[config.mk]
export PLATFORM = sky130hd
export DESIGN_NAME = controlo_tara_flat
export DESIGN_NICKNAME = d
export VERILOG_FILES = /design/src/rtl/controlo_tara_pkg.sv /design/src/rtl/controlo_tara_if.sv /design/src/rtl/controlo_tara_detetor_estabilidade.sv /design/src/rtl/controlo_tara.sv /design/src/flat_wrapper.sv
export SDC_FILE = /design/constraint.sdc
export NUM_CORES = 1
export LEC_CHECK = 0
export ABC_AREA = 1
export CORE_AREA = 2 2 105 132
export CTS_BUF_LIST = sky130_fd_sc_hd__clkbuf_8
export DETAILED_ROUTE_END_ITERATION = 7
export DIE_AREA = 0 0 107 134
export PLACE_DENSITY = 0.72
export REMOVE_ABC_BUFFERS = 1
export SLEW_MARGIN = 30
export SYNTH_ARGS = -nofsm -noshare
export SYNTH_HDL_FRONTEND = slang
export SYNTH_SLANG_ARGS = --single-unit
export TNS_END_PERCENT = 10
[constraint.sdc]
create_clock -name clk -period 5.6 [get_ports clk]
set_clock_uncertainty 0.1 [all_clocks]
set_input_delay 1.12 -clock clk [delete_from_list [all_inputs] [get_ports clk]]
set_output_delay 1.12 -clock clk [all_outputs]
set_load 0.03 [all_outputs]
[src/rtl/controlo_tara_pkg.sv]
// Shared types, defaults and the tare-subtraction helper for controlo_tara.
// CONTROLO_TARA_SAT_EN selects saturating instead of wrapping subtraction.
package controlo_tara_pkg;

  typedef enum logic {
    PESAR    = 1'b0,
    ADQUIRIR = 1'b1
  } estado_t;

  localparam int TARA_INICIAL_DEF   = 50;
  localparam int LOG2_N_DEF         = 2;
  localparam int LIMIAR_ESTAVEL_DEF = 2;
  localparam int CONT_ESTAVEL_DEF   = 8;

  localparam logic signed [15:0] MAX_S16 = 16'sh7FFF;
  localparam logic signed [15:0] MIN_S16 = 16'sh8000;
  localparam logic signed [16:0] MAX_S17 = 17'sd32767;
  localparam logic signed [16:0] MIN_S17 = -17'sd32768;

  function automatic logic signed [15:0] diferenca(input logic [15:0] a, input logic [15:0] t);
`ifdef CONTROLO_TARA_SAT_EN
    logic signed [16:0] d;
    d = $signed({1'b0, a}) - $signed({1'b0, t});
    if (d > MAX_S17)      return MAX_S16;
    else if (d < MIN_S17) return MIN_S16;
    else                  return d[15:0];
`else
    return $signed(a - t);
`endif
  endfunction

endpackage

[src/rtl/controlo_tara_if.sv]
// Sample/button/result bundle between the ADC source, controlo_tara and display logic.
interface controlo_tara_if;
  logic [15:0]        amostra;
  logic               amostra_valida;
  logic               btn_tara;
  logic               btn_limpar;
  logic signed [15:0] resultado;
  logic               resultado_valido;
  logic [15:0]        tara_reg;
  logic               ocupado;
  logic               estavel;

  modport master (
    output amostra, amostra_valida, btn_tara, btn_limpar,
    input  resultado, resultado_valido, tara_reg, ocupado, estavel
  );

  modport slave (
    input  amostra, amostra_valida, btn_tara, btn_limpar,
    output resultado, resultado_valido, tara_reg, ocupado, estavel
  );
endinterface

[src/rtl/controlo_tara_detetor_estabilidade.sv]
// Net-weight stability detector: saturating count of consecutive small deltas.
module detetor_estabilidade #(
  parameter int LIMIAR = 2,
  parameter int CONT   = 8
) (
  input  logic               clk,
  input  logic               rst,
  input  logic signed [15:0] novo,
  input  logic               novo_valido,
  input  logic               limpar,
  output logic               estavel
);
  localparam int CW = $clog2(CONT + 1);

  logic signed [15:0] prev;
  logic               tem_prev;
  logic [CW-1:0]      cont, cont_n;
  logic signed [16:0] delta;
  logic [16:0]        mag;

  always_comb begin
    delta  = $signed({novo[15], novo}) - $signed({prev[15], prev});
    mag    = (delta < 0) ? 17'(-delta) : 17'(delta);
    cont_n = '0;
    // a result with no predecessor never counts as stable
    if (tem_prev && (mag <= 17'(LIMIAR)))
      cont_n = (cont < CW'(CONT)) ? cont + 1'b1 : cont;
  end

  always_ff @(posedge clk or posedge rst) begin
    if (rst) begin
      prev     <= '0;
      tem_prev <= 1'b0;
      cont     <= '0;
      estavel  <= 1'b0;
    end else if (limpar) begin
      tem_prev <= 1'b0;
      cont     <= '0;
      estavel  <= 1'b0;
    end else if (novo_valido) begin
      prev     <= novo;
      tem_prev <= 1'b1;
      cont     <= cont_n;
      estavel  <= (cont_n == CW'(CONT));
    end
  end
endmodule

[src/rtl/controlo_tara.sv]
// Tare controller: averages 2^LOG2_N samples into the tare, subtracts it from weights.
// Build option CONTROLO_TARA_SAT_EN: saturate the net result instead of wrapping.
module controlo_tara
  import controlo_tara_pkg::*;
#(
  parameter int TARA_INICIAL   = TARA_INICIAL_DEF,
  parameter int LOG2_N         = LOG2_N_DEF,
  parameter int LIMIAR_ESTAVEL = LIMIAR_ESTAVEL_DEF,
  parameter int CONT_ESTAVEL   = CONT_ESTAVEL_DEF
) (
  input logic            clk,
  input logic            rst,
  controlo_tara_if.slave bus
);
  localparam logic [LOG2_N-1:0] CNT_ULT = '1;

  estado_t             estado, estado_n;
  logic [15+LOG2_N:0]  acc, soma;
  logic [LOG2_N-1:0]   cnt;
  logic                limpar_det, fim, pesa;
  logic signed [15:0]  resultado;
  logic                resultado_valido;
  logic [15:0]         tara;

  assign pesa = (estado == PESAR) && bus.amostra_valida;
  assign soma = acc + {{LOG2_N{1'b0}}, bus.amostra};

  always_ff @(posedge clk or posedge rst) begin
    if (rst) estado <= PESAR;
    else     estado <= estado_n;
  end

  always_comb begin
    estado_n   = estado;
    limpar_det = 1'b0;
    fim        = 1'b0;
    case (estado)
      PESAR: begin
        if (bus.btn_limpar) begin
          limpar_det = 1'b1;
        end else if (bus.btn_tara) begin
          estado_n   = ADQUIRIR;
          limpar_det = 1'b1;
        end
      end
      ADQUIRIR: begin
        if (bus.btn_limpar) begin
          estado_n   = PESAR;
          limpar_det = 1'b1;
        end else if (bus.amostra_valida && (cnt == CNT_ULT)) begin
          fim      = 1'b1;
          estado_n = PESAR;
        end
      end
      default: estado_n = PESAR;
    endcase
  end

  always_ff @(posedge clk or posedge rst) begin
    if (rst) begin
      tara             <= 16'(TARA_INICIAL);
      resultado        <= '0;
      resultado_valido <= 1'b0;
      acc              <= '0;
      cnt              <= '0;
    end else begin
      resultado_valido <= pesa;
      if (pesa) resultado <= diferenca(bus.amostra, tara);
      if (bus.btn_limpar) tara <= '0;
      else if (fim)       tara <= soma[15+LOG2_N:LOG2_N];
      // accumulator only runs while acquiring; any exit discards the partial sum
      if (estado == PESAR || bus.btn_limpar) begin
        acc <= '0;
        cnt <= '0;
      end else if (bus.amostra_valida) begin
        acc <= soma;
        cnt <= cnt + 1'b1;
      end
    end
  end

  detetor_estabilidade #(
    .LIMIAR (LIMIAR_ESTAVEL),
    .CONT   (CONT_ESTAVEL)
  ) u_estab (
    .clk         (clk),
    .rst         (rst),
    .novo        (diferenca(bus.amostra, tara)),
    .novo_valido (pesa),
    .limpar      (limpar_det),
    .estavel     (bus.estavel)
  );

  assign bus.resultado        = resultado;
  assign bus.resultado_valido = resultado_valido;
  assign bus.tara_reg         = tara;
  assign bus.ocupado          = (estado == ADQUIRIR);
endmodule

[src/flat_wrapper.sv]
// flat-port wrapper written by rule: the top's interface ports become plain ports
module controlo_tara_flat import controlo_tara_pkg::*;
#(
  parameter int TARA_INICIAL   = TARA_INICIAL_DEF,
  parameter int LOG2_N         = LOG2_N_DEF,
  parameter int LIMIAR_ESTAVEL = LIMIAR_ESTAVEL_DEF,
  parameter int CONT_ESTAVEL   = CONT_ESTAVEL_DEF
)
  (clk, rst, bus_amostra, bus_amostra_valida, bus_btn_tara, bus_btn_limpar, bus_resultado, bus_resultado_valido, bus_tara_reg, bus_ocupado, bus_estavel);
  controlo_tara_if bus_i ();
  input logic clk;
  input logic rst;
  input wire logic [$bits(bus_i.amostra)-1:0] bus_amostra;
  input wire logic [$bits(bus_i.amostra_valida)-1:0] bus_amostra_valida;
  input wire logic [$bits(bus_i.btn_tara)-1:0] bus_btn_tara;
  input wire logic [$bits(bus_i.btn_limpar)-1:0] bus_btn_limpar;
  output wire logic [$bits(bus_i.resultado)-1:0] bus_resultado;
  output wire logic [$bits(bus_i.resultado_valido)-1:0] bus_resultado_valido;
  output wire logic [$bits(bus_i.tara_reg)-1:0] bus_tara_reg;
  output wire logic [$bits(bus_i.ocupado)-1:0] bus_ocupado;
  output wire logic [$bits(bus_i.estavel)-1:0] bus_estavel;
  assign bus_i.amostra = bus_amostra;
  assign bus_i.amostra_valida = bus_amostra_valida;
  assign bus_i.btn_tara = bus_btn_tara;
  assign bus_i.btn_limpar = bus_btn_limpar;
  assign bus_resultado = bus_i.resultado;
  assign bus_resultado_valido = bus_i.resultado_valido;
  assign bus_tara_reg = bus_i.tara_reg;
  assign bus_ocupado = bus_i.ocupado;
  assign bus_estavel = bus_i.estavel;
  controlo_tara #(.TARA_INICIAL(TARA_INICIAL), .LOG2_N(LOG2_N), .LIMIAR_ESTAVEL(LIMIAR_ESTAVEL), .CONT_ESTAVEL(CONT_ESTAVEL)) u_core (.clk(clk), .rst(rst), .bus(bus_i));
endmodule
After elaboration in Yosys (flattened, before gate mapping)
Index checks and enable logic that the tools add are counted.
{ "op_classes": {"add_sub_neg": 6, "order_cmp": 3, "n_eq_ne": 2, "muxes": 26, "bitwise": 2, "n_reduce_logical": 8} }
{ "ops": {"columns": ["operator", "n"], "rows": [
  ["18-bit 2-to-1 mux", 2],
  ["16-bit 2-to-1 mux", 2],
  ["18-bit by 16-bit adder with 18-bit output", 1],
  ["17-bit by 2-bit <= comparator with 1-bit output (second input constant)", 1],
  ["17-bit by 1-bit < comparator with 1-bit output (second input constant)", 1],
  ["17-bit 2-to-1 mux", 1],
  ["17-bit negator", 1],
  ["16-bit by 16-bit subtractor with 17-bit output", 1],
  ["4-bit 2-to-1 mux", 4],
  ["16-bit subtractor", 1],
  ["1-bit 2-to-1 mux", 13],
  ["2-bit nonzero test", 3],
  ["4-bit by 1-bit adder with 4-bit output (second input constant)", 1],
  ["4-bit equality test (second input constant)", 1],
  ["4-bit < comparator (second input constant)", 1],
  ["2-bit 2-to-1 mux", 2],
  ["1-bit case mux with 2 select lines", 2],
  ["1-bit logical AND", 3],
  ["2-bit by 1-bit adder with 2-bit output (second input constant)", 1],
  ["2-bit equality test (second input constant)", 1],
  ["1-bit NOT", 2],
  ["2-bit AND reduction", 1],
  ["1-bit logical OR", 1]
]} }
{ "word_totals": {"regBits": 76, "inputBits": 21, "out_inout_bits": 35, "elab_cells": 57} }

Depth between registers and ports, before layout
{ "logic_depth": {"depth_word": 10, "ltp_mapped": 36, "ltp_nobuf": 35} }

By module
A second synthesis with hierarchy kept.
{ "unflattened": {"cells_unflattened": 1009, "hier_area_um2": 6570.1} }
{ "modules_own_cells": {"columns": ["module", "n_inst", "cells_per_inst", "area_each_um2", "seq_area_each_um2"], "rows": [
  ["controlo_tara", 1, 547, 3948.8, 1355.0],
  ["detetor_estabilidade", 1, 462, 2621.3, 550.5]
]} }

Worst setup path before layout
OpenSTA, ideal clock, no wires.
{ "synth_path": {"path_kind": "input-to-reg", "from": "input port bus_amostra[0]", "to": "register u_core.u_estab.estavel", "setup_time_ns": 0.117, "arrival_time_ns": 4.716, "required_ns": 5.383, "slack_ns": 0.667, "cell_stages": 34, "n_path_buf": 1, "path_cell_list": "inv_1 ha_1 inv_1 fa_1 nand3_1 nand2_1 nand2_1 o211ai_1 a31oi_1 o21ai_0 a21oi_1 nor2_1 nor2_1 xor2_1 ha_1 nand2_2 inv_1 nand2_1 nand2_1 a21oi_4 nand2_2 nand2_4 nand2_8 inv_6 buf_8 nand2_1 nand2_1 nand2_1 nor2_1 nand3_1 nor2_4 o211ai_1 nand2_1 nand2_1"} }
{ "synth_between": {"elab_chain_len": 10, "elab_cells_between_ends": 11, "classes_between": "3 x add/sub; 2 x order compare; 1 x eq/ne; 4 x mux; 1 x reduce/logical"} }
{ "synth_rtl": {"columns": ["element", "line", "source"], "rows": [
  ["from (decl)", "flat_wrapper.sv:13", "input wire logic [$bits(bus_i.amostra)-1:0] bus_amostra;"],
  ["16-bit subtractor (*)", "controlo_tara_pkg.sv:28", "return $signed(a - t);"],
  ["net u_core.u_estab.novo[14]", "controlo_tara_detetor_estabilidade.sv:8", "input logic signed [15:0] novo,"],
  ["16-bit by 16-bit subtractor with 17-bit output (*)", "controlo_tara_detetor_estabilidade.sv:22", "delta = $signed({novo[15], novo}) - $signed({prev[15], prev});"],
  ["17-bit negator or 17-bit by 1-bit < comparator with 1-bit output (tied branches)", "controlo_tara_detetor_estabilidade.sv:23", "mag = (delta < 0) ? 17'(-delta) : 17'(delta);"],
  ["17-bit 2-to-1 mux (*)", "controlo_tara_detetor_estabilidade.sv:23", null],
  ["17-bit by 2-bit <= comparator with 1-bit output (*)", "controlo_tara_detetor_estabilidade.sv:26", "if (tem_prev && (mag <= 17'(LIMIAR)))"],
  ["1-bit logical AND (*)", "controlo_tara_detetor_estabilidade.sv:26", null],
  ["4-bit 2-to-1 mux (*)", "controlo_tara_detetor_estabilidade.sv:26", null],
  ["4-bit equality test (*)", "controlo_tara_detetor_estabilidade.sv:44", "estavel <= (cont_n == CW'(CONT));"],
  ["1-bit 2-to-1 mux (*)", "controlo_tara_detetor_estabilidade.sv:40", "end else if (novo_valido) begin"],
  ["1-bit 2-to-1 mux (*)", "controlo_tara_detetor_estabilidade.sv:36", "end else if (limpar) begin"],
  ["to (signal assigned)", "controlo_tara_detetor_estabilidade.sv:44", null],
  ["to (decl)", "controlo_tara_detetor_estabilidade.sv:11", "output logic estavel"]
]} }
The timed path passes the listed nets; every way through them passes the cells marked *. The select of a mux whose other input is x is not followed.
A chain may end at the register's enable or synchronous reset.

Final worst setup path
Same ends and word-level chain as after synthesis.

==> results.toml <==
[cells_and_area]
diodes = 0
regArea_um2 = 1906
fillers = 1251
largest_reg_flops = 18
layout.nets = 1015
drive_above_1_share = 0.1004
multi_input_area_um2 = 3610
syn_to_final_growth_pct = 19.16
regMostFlops = "u_core.acc"

[sta]
post-route-worst-setup-slack_ns = 0.3832
fin_crit_sh = 0.9316
fmax_mhz = 191.7
period_needed_ns = 5.217
worst_pin_slew_ns = 0.6821
whs_ns = 0.3847
slew_violations = 0
hold_violations = 0
slew_headroom = 0.5424
setup_violations = 0

[clocking]
cts_sinks = 76
cts_buffers = 9
htreeDepth = 3
clk_latency_ns = 0.36
clkSlewWorstSetupHoldPaths_ns = 0.08
cts_root_buffer = "clkbuf_8"
cts_tree = "built"
clockBufferDepth = 2
cts_hold_buf = 0

[critical_path]
cp-end-kind = "flop"
cp_top_family = "simple AND/OR/NAND/NOR gates"
regToRegStartpoint = "u_core.bus.tara_reg[4]"
cpPeakStageDelay_ns = 0.42
cp.required_ns = 5.81
crit_fanout = 13
cp_slowest_cell = "clkdlybuf4s50_1"
crit_arrival_ns = 5.43
path_class = "primary input to flop"
cpMostUsedCell = "nand2_1"
cp-start-kind = "primary input"
worst-path-buf-inv = 5
crit_start = "bus_amostra[0]"

[run]
drv_cap = 0

[synthesis]
netlist.top_cell.by_area = "dfrtp_1"
synth_area_per_cell_um2 = 7.013
synth-main-ff-cell = "dfrtp_1"
synth_edf_count = 0
ys_ff_latch = 76
post-synth-top-count-cell = "nand2_1"
synth_area_leaders = "dfrtp_1 30%, nand2_1 16%, ha_1 10%"
synth_top_area_share = 0.3015
ys_top_cells_by_count = "266 x nand2_1, 128 x inv_1, 73 x dfrtp_1"
async_reset_ff_frac = 1.000
synth_area_um2 = 6060
synthCells = 864
yosys_warnings = 0
yosysSeqAreaShare = 0.3145
synth.distinct_cells = 48

[min_path]
min_path_type = "flop to flop"
min_from = "u_core.u_estab.prev[15]"

[power_and_ir_drop]
swShare = 0.4305
power.density_nw_per_um2 = 340.8
pwr-share-comb = 0.520
p_int_mw = 1.401
p_sw_mw = 1.060
ir_drop_uv = 171.6
p_clk_frac = 0.220
p_leak_nw = 3.747
p_seq_frac = 0.261

[global_routing]
gr-total-overflow = 0
grt_use_total = 0.2175
grt_pass1_wl_um = 24920
grt_max_degree = 42
antenna_found_initial = 0
grt_pass1_vias = 5449

[die]
die_h_um = 134
dieArea_um2 = 14340
num_rows = 47
dieWidth_um = 107
initial_core_util = 0.4621
placeableCoreArea_um2 = 13110
ioPinCount = 56

[placed_design]
dp_hpwl_um = 11960
pre_cts_slack_ns = -0.07425
portBuffers = 55
place.gp.congestion = 0.9284

[detailed_routing]
drt_iter0_drc = 242
routed_wl_um = 14970
ant_nets = 0
drt_first_pass_iters = 4
drt-vias-per-instance = 5.033
vias = 5622
routedWlPerCell_um = 13.40
drc = 0

[run_status]
status = "completed"
[worst min-delay path: cells and delay by family (launching register included)]
kind,cells,cell delay [ns]
flops,1,0.34
simple gates,2,0.11
[area by class of cell]
type	instances	share of cell area
inverters	135	0.07139
multi-input cells	642	0.4999
clock inverters	6	0.01785
repair buffers	78	0.1002
clock buffers	9	0.01715
flip-flops and latches	76	0.2639
well taps	171	0.02963
[through the flow]
| step | TNS [ns] | cell area (µm²) | std cells | utilization | power [mW] |
|---|---|---|---|---|---|
| after CTS | 0 | 7164 | 1113 | 0.5463 | 2.455 |
| after detailed placement | -0.1060 | 6912 | 1098 | 0.5270 | 1.912 |
| final | 0 | 7221 | 1117 | 0.5506 | 2.461 |
| after floorplan | 0 | 6003 | 853 | - | 1.605 |
| after global placement | 0 | 6912 | 1098 | 0.5270 | 1.899 |
| after global routing | -0.04575 | 7221 | 1117 | 0.5506 | 2.664 |
[layout by cell type (no fill, tap or decap), types with 2 or more instances in the layout]
master,instances
a21o_1,3
o21ai_0,52
o22ai_1,11
xor2_1,22
nand4_1,10
clkinv_2,2
xnor2_1,3
nand2_1,265
bufinv_16,4
nand2_4,3
ha_1,49
inv_1,128
o21bai_1,2
nand3_1,54
nor2_4,4
o21ai_1,4
inv_2,4
clkbuf_8,9
nor2_1,52
dfrtp_1,73
nand3_2,4
dfstp_2,3
fa_1,2
or2_2,3
a22o_1,3
o211ai_1,2
nand3b_1,6
o21ai_2,2
nor3_1,5
buf_4,23
clkinv_1,2
clkdlybuf4s50_1,55
nand2_2,19
a221oi_1,2
nand3_4,2
a21oi_1,39
nor2_2,3
and2_1,3
[power groups by stage]
stage | Sequential [mW] | Combinational [mW] | Clock [mW]
6_report | 0.642 | 1.28 | 0.541
3_5_place_dp | 0.652 | 1.26 | 0
3_3_place_gp | 0.651 | 1.25 | 0
5_1_grt | 0.649 | 1.44 | 0.569
4_1_cts | 0.642 | 1.27 | 0.547
2_1_floorplan | 0.697 | 0.908 | 0
[routing by layer]
layer	GRT usage	part of all wire	vias up
met3	0.02089	0.029	22
met1	0.2469	0.41	2569
met4	0.08009	0.024	0
met5	0	0	-
li1	-	-	2932
met2	0.4158	0.54	99
[repair_timing]
item / in CTS / in global routing
setup endpoints to repair: 0 / 5
buffers inserted: 0 / 4
hold endpoints to repair: 0 / 0
resized for setup: 0 / 10
[final timing paths]
path | slack (ns) | endpoint | cells past startpoint
worst max register to register | 1.04 | u_core.u_estab.estavel | 30
worst min-delay path | 0.38 | u_core.u_estab.prev[15] | 2
min in group asynchronous | 1.03 | u_core.bus.resultado_valido | 2
worst min register to register | 0.38 | u_core.u_estab.prev[15] | 2
max in group asynchronous | 3.38 | u_core.bus.tara_reg[1] | 3
worst max-delay path | 0.38 | u_core.u_estab.estavel | 35
[kinds of logic after synthesis]
family | share of synthesized area
AOI/OAI and AO/OA | 0.1210
adders and majority gates | 0.1111
DFF | 0.3145
xor gates and xnor gates | 0.03882
buffers and inverters | 0.09374
and+or+nand+nor | 0.3209
(Power assumes the default switching activity.)
